==> src/rtl/nand_seq_pkg.sv <==
// Shared definitions for the bit-serial NAND sequencer.
// Op encodings, controller states and per-op micro-step counts.
package nand_seq_pkg;

    localparam logic [1:0] OP_NAND = 2'd0;
    localparam logic [1:0] OP_AND  = 2'd1;
    localparam logic [1:0] OP_OR   = 2'd2;
    localparam logic [1:0] OP_XOR  = 2'd3;

    typedef enum logic [1:0] {
        IDLE = 2'd0,
        RUN  = 2'd1,
        DONE = 2'd2
    } state_t;

    function automatic logic [2:0] steps_per_op(input logic [1:0] op);
        logic [2:0] n;
        case (op)
            OP_NAND: n = 3'd1;
            OP_AND:  n = 3'd2;
            OP_OR:   n = 3'd3;
            default: n = 3'd4;
        endcase
        return n;
    endfunction

endpackage

==> src/rtl/nand_serial_sequencer_snand.sv <==
// Single 1-bit NAND evaluator shared by every micro-step of the sequencer.
// Kept as its own cell so the controller never grows a second gate.
module nand_serial_sequencer_snand (
    input  logic x,
    input  logic y,
    output logic z
);

    assign z = ~(x & y);

endmodule

==> src/rtl/nand_serial_sequencer.sv <==
// Bit-serial NAND/AND/OR/XOR unit: one NAND evaluation per clock, LSB first.
// Define NAND_STAT_EN to add the saturating nand_count evaluation counter.
module nand_serial_sequencer
    import nand_seq_pkg::*;
#(
    parameter int WIDTH = 16
) (
    input  logic             clk,
    input  logic             rst_n,
    input  logic             start,
    input  logic [1:0]       op,
    input  logic [WIDTH-1:0] a,
    input  logic [WIDTH-1:0] b,
    output logic             busy,
    output logic             done,
    output logic [WIDTH-1:0] result
`ifdef NAND_STAT_EN
    ,
    output logic [15:0]      nand_count
`endif
);

    localparam int IW = (WIDTH > 1) ? $clog2(WIDTH) : 1;

    state_t state;
    state_t state_next;

    logic [1:0]       op_hold;
    logic [WIDTH-1:0] a_hold;
    logic [WIDTH-1:0] b_hold;
    logic [WIDTH-1:0] shadow;
    logic [WIDTH-1:0] shadow_next;
    logic [IW-1:0]    i;
    logic [1:0]       s;
    logic             t;
    logic             u;
    logic             v;

    logic a_bit;
    logic b_bit;
    logic x;
    logic y;
    logic z;
    logic is_final;
    logic last_bit;

    assign a_bit    = a_hold[i];
    assign b_bit    = b_hold[i];
    assign is_final = ({1'b0, s} == steps_per_op(op_hold) - 3'd1);
    assign last_bit = (i == IW'(WIDTH - 1));
    assign busy     = (state == RUN);
    assign done     = (state == DONE);

    // Operand routing into the shared gate for each (op, step) pair.
    always_comb begin
        x = a_bit;
        y = b_bit;
        case (op_hold)
            OP_AND: begin
                if (s == 2'd1) begin
                    x = t;
                    y = t;
                end
            end
            OP_OR: begin
                case (s)
                    2'd0:    begin x = a_bit; y = a_bit; end
                    2'd1:    begin x = b_bit; y = b_bit; end
                    default: begin x = t;     y = u;     end
                endcase
            end
            OP_XOR: begin
                case (s)
                    2'd0:    begin x = a_bit; y = b_bit; end
                    2'd1:    begin x = a_bit; y = t;     end
                    2'd2:    begin x = b_bit; y = t;     end
                    default: begin x = u;     y = v;     end
                endcase
            end
            default: ;
        endcase
    end

    nand_serial_sequencer_snand u_snand (
        .x (x),
        .y (y),
        .z (z)
    );

    always_comb begin
        shadow_next    = shadow;
        shadow_next[i] = z;
    end

    always_comb begin
        state_next = state;
        case (state)
            IDLE, DONE: state_next = start ? RUN : IDLE;
            RUN:        if (is_final && last_bit) state_next = DONE;
            default:    state_next = IDLE;
        endcase
    end

    always_ff @(posedge clk or negedge rst_n) begin
        if (!rst_n) state <= IDLE;
        else        state <= state_next;
    end

    always_ff @(posedge clk or negedge rst_n) begin
        if (!rst_n) begin
            op_hold <= '0;
            a_hold  <= '0;
            b_hold  <= '0;
            shadow  <= '0;
            result  <= '0;
            i       <= '0;
            s       <= '0;
            t       <= 1'b0;
            u       <= 1'b0;
            v       <= 1'b0;
        end else begin
            case (state)
                IDLE, DONE: begin
                    if (start) begin
                        op_hold <= op;
                        a_hold  <= a;
                        b_hold  <= b;
                        shadow  <= '0;
                        i       <= '0;
                        s       <= '0;
                    end
                end
                RUN: begin
                    if (!is_final) begin
                        // Non-final steps fill scratch regs in order t, u, v.
                        case (s)
                            2'd0:    t <= z;
                            2'd1:    u <= z;
                            default: v <= z;
                        endcase
                        s <= s + 2'd1;
                    end else begin
                        shadow <= shadow_next;
                        s      <= '0;
                        if (last_bit) result <= shadow_next;
                        else          i      <= i + IW'(1);
                    end
                end
                default: ;
            endcase
        end
    end

`ifdef NAND_STAT_EN
    always_ff @(posedge clk or negedge rst_n) begin
        if (!rst_n)
            nand_count <= '0;
        else if (state == RUN && nand_count != 16'hFFFF)
            nand_count <= nand_count + 16'd1;
    end
`endif

endmodule

==> config.mk <==
export PLATFORM = sky130hd
export DESIGN_NAME = nand_serial_sequencer
export DESIGN_NICKNAME = d
export VERILOG_FILES = /design/src/rtl/nand_seq_pkg.sv /design/src/rtl/nand_serial_sequencer_snand.sv /design/src/rtl/nand_serial_sequencer.sv
export SDC_FILE = /design/constraint.sdc
export NUM_CORES = 1
export LEC_CHECK = 0
export CAP_MARGIN = 20
export CORE_UTILIZATION = 39
export DETAILED_ROUTE_END_ITERATION = 12
export HOLD_SLACK_MARGIN = 0.03
export PLACE_DENSITY = 0.57
export SYNTH_ARGS = -nofsm -noshare
export SYNTH_HDL_FRONTEND = slang
export SYNTH_SLANG_ARGS = --single-unit
==> constraint.sdc <==
create_clock -name clk -period 6.8 [get_ports clk]
set_input_delay 0.68 -clock clk [delete_from_list [all_inputs] [get_ports clk]]
set_output_delay 0.68 -clock clk [all_outputs]
set_load 0.005 [all_outputs]
[Yosys cells after proc, flatten, opt, wreduce, memory -nomap -nowiden]
Cells that the tools add are included.
Widths: inputs -> output; s select.
Word-level totals
  register bits: 77
  bits of input ports: 37
  logic and storage cells: 79
Operators by class
  add/subtract/negate cells: 3
  magnitude comparators: 2
  equality and inequality tests: 13
  multiplexer cells: 29
  bitwise logic cells: 4
  reduce and logical (&&, ||, !) cells: 17
Operator list (number)
  $mux 16: 2
  $pmux 16 s2: 1
  $bwmux 16: 1
  $reduce_and 3->1: 5
  $mux 4: 3
  $pmux 3 s3: 1
  $bmux 1 s4: 2
  $eq 2x2->1 const B: 4
  $pmux 1 s2: 4
  $pmux 2 s2: 2
  $pmux 4 s2: 1
  $eq 2x1->1 const B: 3
  $logic_not 2->1: 3
  $mux 1: 6
  $mux 2: 3
  $pmux 1 s3: 2
  $reduce_or 2->1: 3
  $lt 4x5->1 const B: 1
  $add 4x1->4 const B: 1
  $demux 1 s4: 1
  $eq 4x4->1 const B: 1
  $ge 4x1->1 const B: 1
  $ne 2x1->1 const B: 2
  $ne 2x2->1 const B: 2
  other kinds (9): 13

[Longest topological paths before layout]
  depth in word-level cells: 9
  gate-level depth with buffers: 12

[By module]
A second synthesis with hierarchy kept.
Second synthesis, totals
  cells, all modules: 434
  area total of the unflattened synthesis: 3931.3 um^2
Modules (own cells, without submodules)
  nand_serial_sequencer: instances 1, cells each 433, area an instance 3927.5 um^2, seq. area each 1901.8 um^2
  nand_serial_sequencer_snand: instances 1, cells each 1, area an instance 3.8 um^2, seq. area each 0.0 um^2

[Worst setup path after synthesis]
Ideal clock, no wire load.
  path type: reg-to-reg
  start point: register op_hold[0]
  end point: register result[14]
  arrival: 2.218 ns
  required time: 6.671 ns
  slack: 4.453 ns
  cell stages (with the launch flop): 13
  cells stage by stage: dfrtp_1 inv_1 ha_1 xor2_1 and3_1 nor2_1 nor2_2 nand2_1 inv_1 buf_2 o21ai_0 a21boi_0 a31oi_1
On the way
  cells in the longest elaborated chain, start to end: 5
  elaborated cells between the ends (all ways): 13
  classes of those cells: add/sub: 1; eq/ne: 4; mux: 4; bitwise: 2; reduce/logical: 2
Ends and longest elaborated chain
  start: declaration: line nand_serial_sequencer.sv:28  | logic [1:0] op_hold;
  start signal: assignment: line nand_serial_sequencer.sv:125  | op_hold <= op;
  $eq 2x2->1 (tied with other cells): line nand_seq_pkg.sv:18, nand_serial_sequencer.sv:58
  $pmux 3 s3 / $pmux 1 s3 (equally long branches): line nand_seq_pkg.sv:18, nand_serial_sequencer.sv:58
  $sub 3x1->3 / $and 1x1->1 (equally long branches): line nand_serial_sequencer.sv:49, nand_serial_sequencer_snand.sv:9
  $eq 2x3->1 / $not 1->1 (equally long branches): line nand_serial_sequencer.sv:49, nand_serial_sequencer_snand.sv:9
  $reduce_and 3->1 (no source line) / $bwmux 16 (equally long branches)
  end signal: assignment: line nand_serial_sequencer.sv:145  | if (last_bit) result <= shadow_next;
  end: declaration: line nand_serial_sequencer.sv:16  | output logic [WIDTH-1:0] result
Several ways; a longest one is shown, not always the timed one.
A chain may end at the register's enable or synchronous reset.

[Worst setup path after layout]
  start point: register op_hold[0]
  end point: register result[13]
Same word-level chain as after synthesis.

==> run metrics <==
status=finished clean; FP Rows=36; vias in the first global route=between 3000 and 4000; ant diodes=0; CTS tree=done; RSZ-0062 raised after global routing=false; placed cells=616; initial core utilization=0.403; pwr/cell area=between 400 and 500 mW/mm2; share of post-route cells with drive strength above 1=0.0743; worst slew pin tran=approximately 1.1 ns; routed len/inst=roughly 14 um; CTS max path bufs=2; commonest non-fill, non-tap cell in the layout=nand2_1; Post-Syn Instances=about 450; Syn Area/Cell=8.80 um2; largest net degree at the start of global routing=77; post-synthesis sequential area ratio=0.482; Synth Register Bits=76; CP Buf/Inv Count=2; Yosys cell types=47; # nets final=around 540; Stages on worst setup path=11; crit path kind=reg -> reg; arrival time worst endpoint=3.58 ns; Syn Nets=between 400 and 500; Core Box Area=about 0.0098 mm2; Final ANT Viol Nets=0; Crit path max-delay family=simple AND/OR/NAND/NOR gates; clock latency on the worst-skew pair=0.35 ns; root buffer cell=clkbuf_8; Post-CTS Setup Bufs=0; Peak Freq=roughly 300 MHz; I/O pin count=55; Synth Cell Area=between 0.003 and 0.004 mm2; fin cells=631; number of remaining DRC errors=0; Post-synth EDFFs=0; Layout area overhead=22.5%; Die Y=around 100 um; most frequent cells in the layout=153 x nand2_1, 76 x dfrtp_1, 53 x clkdlybuf4s50_1, 29 x o21ai_0, 17 x nand3_1; clk slew on worst S/H paths=0.08 ns; fraction of registers with async set/reset=1.00; Die Area=between 0.01 and 0.015 mm2; Clock Skew=roughly 0.0084 ns; Max Cap Viol=0; hold path cells=2; Synth Warn #=0; CP max stage cell=inv_1; Tcrit/Tclk final=0.488; Reg2Reg Depth=11; Setup crit start kind=flip-flop; Clock H-tree levels=3; Pre-antenna DRT Iters=4; number of clock sinks=76; Total Routing Usage GR=0.184; Vias=3193; final WL=8880 um; Most Frequent Cell on Critical Path=inv_1; Top FF cell, synth=dfrtp_1; Crit. End Element=flip-flop; VDD IR max=around 0.20 mV; total CTS buffers=9; DR top layer=met4; met2 WL=4500 um; M1 WL=between 3000 and 4000 um; initial antenna violation count=0; die width=103 um; Fin. Hold Viols=0; # hold bufs at CTS=0; Final setup viols=0; Initial DRC Count=about 150; Vias/cell=5.06; Tot Pwr=2270 uW; IO buf count=between 50 and 60; Leak=between 0.002 and 0.0025 uW; worst hold path class=reg -> reg; WP data required=~7 ns; crit path max fanout=20; GP Congestion=~0.79; max incr delay on CP=0.59 ns; setup TNS=0 ns; first-pass GRT wire length=about 15000 um; Final min period=between 3 and 4 ns; Cell Chain, Critical Path=inv_1 > ha_1 > o21bai_1 > nor3_1 > nor2_1 > nor2_2 > nand2_1 > inv_1 > o21ai_0 > a21boi_0 > a31oi_1; GRT overflow=0; HPWL Detailed=approximately 5900 um; # resized after CTS=0; relative slew slack=0.291; Slew Viols, Final=0; met3 routed WL=approximately 340 um
## logic make-up after synthesis
family / synth area share
AND/OR/NAND/NOR: 0.232
AO/OA/AOI/OAI: 0.150
flip-flops: 0.482
buffers and inverters: 0.0425
multiplexers: 0.0492
adder cells (fa/ha/maj): 0.0413
XOR/XNOR: 0.00222
## layer usage
layer	vias to the layer above	GRT usage
met1	1517	0.222
met3	7	0.0475
li1	1599	-
met5	-	0
met4	0	0.0396
met2	70	0.329
## flip-flops by register name (all words and copies together), names as in the netlist
signal   count
shadow      15
u            1
result      16
v            1
a_hold      16
op_hold      2
i            4
state        2
t            1
b_hold      16
s            2
## synthesized netlist by cell type (2+ instances only)
library cell  number  share of area
nand2_1          153           0.15
o21ai_1            8          0.010
nand2b_1           2         0.0032
buf_4              3         0.0057
nor2b_1            7          0.011
nand3_1           17          0.022
nor2_1            16          0.015
o31ai_2            7          0.022
and2_1             3         0.0048
nor3_1             3         0.0038
a221oi_1           2         0.0044
buf_2              2         0.0025
inv_1             11          0.010
a31oi_1            6         0.0095
a22oi_1            4         0.0076
a21boi_0           3         0.0057
buf_6              2         0.0057
clkbuf_1          17          0.016
ha_1              13          0.041
nand3b_1           3         0.0057
o31ai_1            3         0.0057
a21oi_1           12          0.015
a22oi_2            2         0.0063
dfrtp_1           76           0.48
o21ai_0           29          0.037
nor3b_1            3         0.0057
o32ai_1            2         0.0044
mux2i_1           16          0.041
and3_1             5         0.0079
## stage by stage
stage          setup WS, ns  hold WS [ns]  utilization  area (um2)
6_report               3.48         0.465        0.494        4830
5_1_grt                3.06         0.494        0.494        4830
4_1_cts                3.45         0.475        0.494        4830
3_5_place_dp           3.46         0.456        0.470        4590
3_3_place_gp           3.61         0.453        0.467        4560
2_1_floorplan          4.45         0.384            -        3940
## power by group
| group | switching [uW] | leakage [uW] | internal, uW |
|---|---|---|---|
| combinational | 652 | 0.00116 | 430 |
| sequential | 144 | 0.000979 | 626 |
| clock | 167 | 0.000116 | 252 |
| total | 964 | 0.00226 | 1310 |
## worst paths after layout
kind	to	start	slack, ns
min in group asynchronous	result[8]	rst_n	0.53
max	result[13]	op_hold[0]	3.48
min reg2reg	result[9]	result[9]	0.47
min	result[9]	result[9]	0.47
max reg2reg	result[13]	op_hold[0]	3.48
max in group asynchronous	a_hold[2]	rst_n	5.59
## final cells by class
cell class | instances | area, um2
Timing Repair Buffer | 60 | 601
Inverter | 12 | 45.0
Fill cell | 955 | 4950
Clock inverter | 4 | 97.6
Multi-Input combinational cell | 335 | 1880
Clock buffer | 11 | 141
Sequential cell | 76 | 1900
Tap cell | 133 | 166
## worst register-to-register path, cell delays in order (launching register included)
cell and delay (ns):
dfrtp_1 0.42, inv_1 0.11, ha_1 0.27, o21bai_1 0.13
nor3_1 0.24, nor2_1 0.18, nor2_2 0.34, nand2_1 0.45
inv_1 0.60, o21ai_0 0.17, a21boi_0 0.15, a31oi_1 0.17
(Power assumes the default switching activity.)
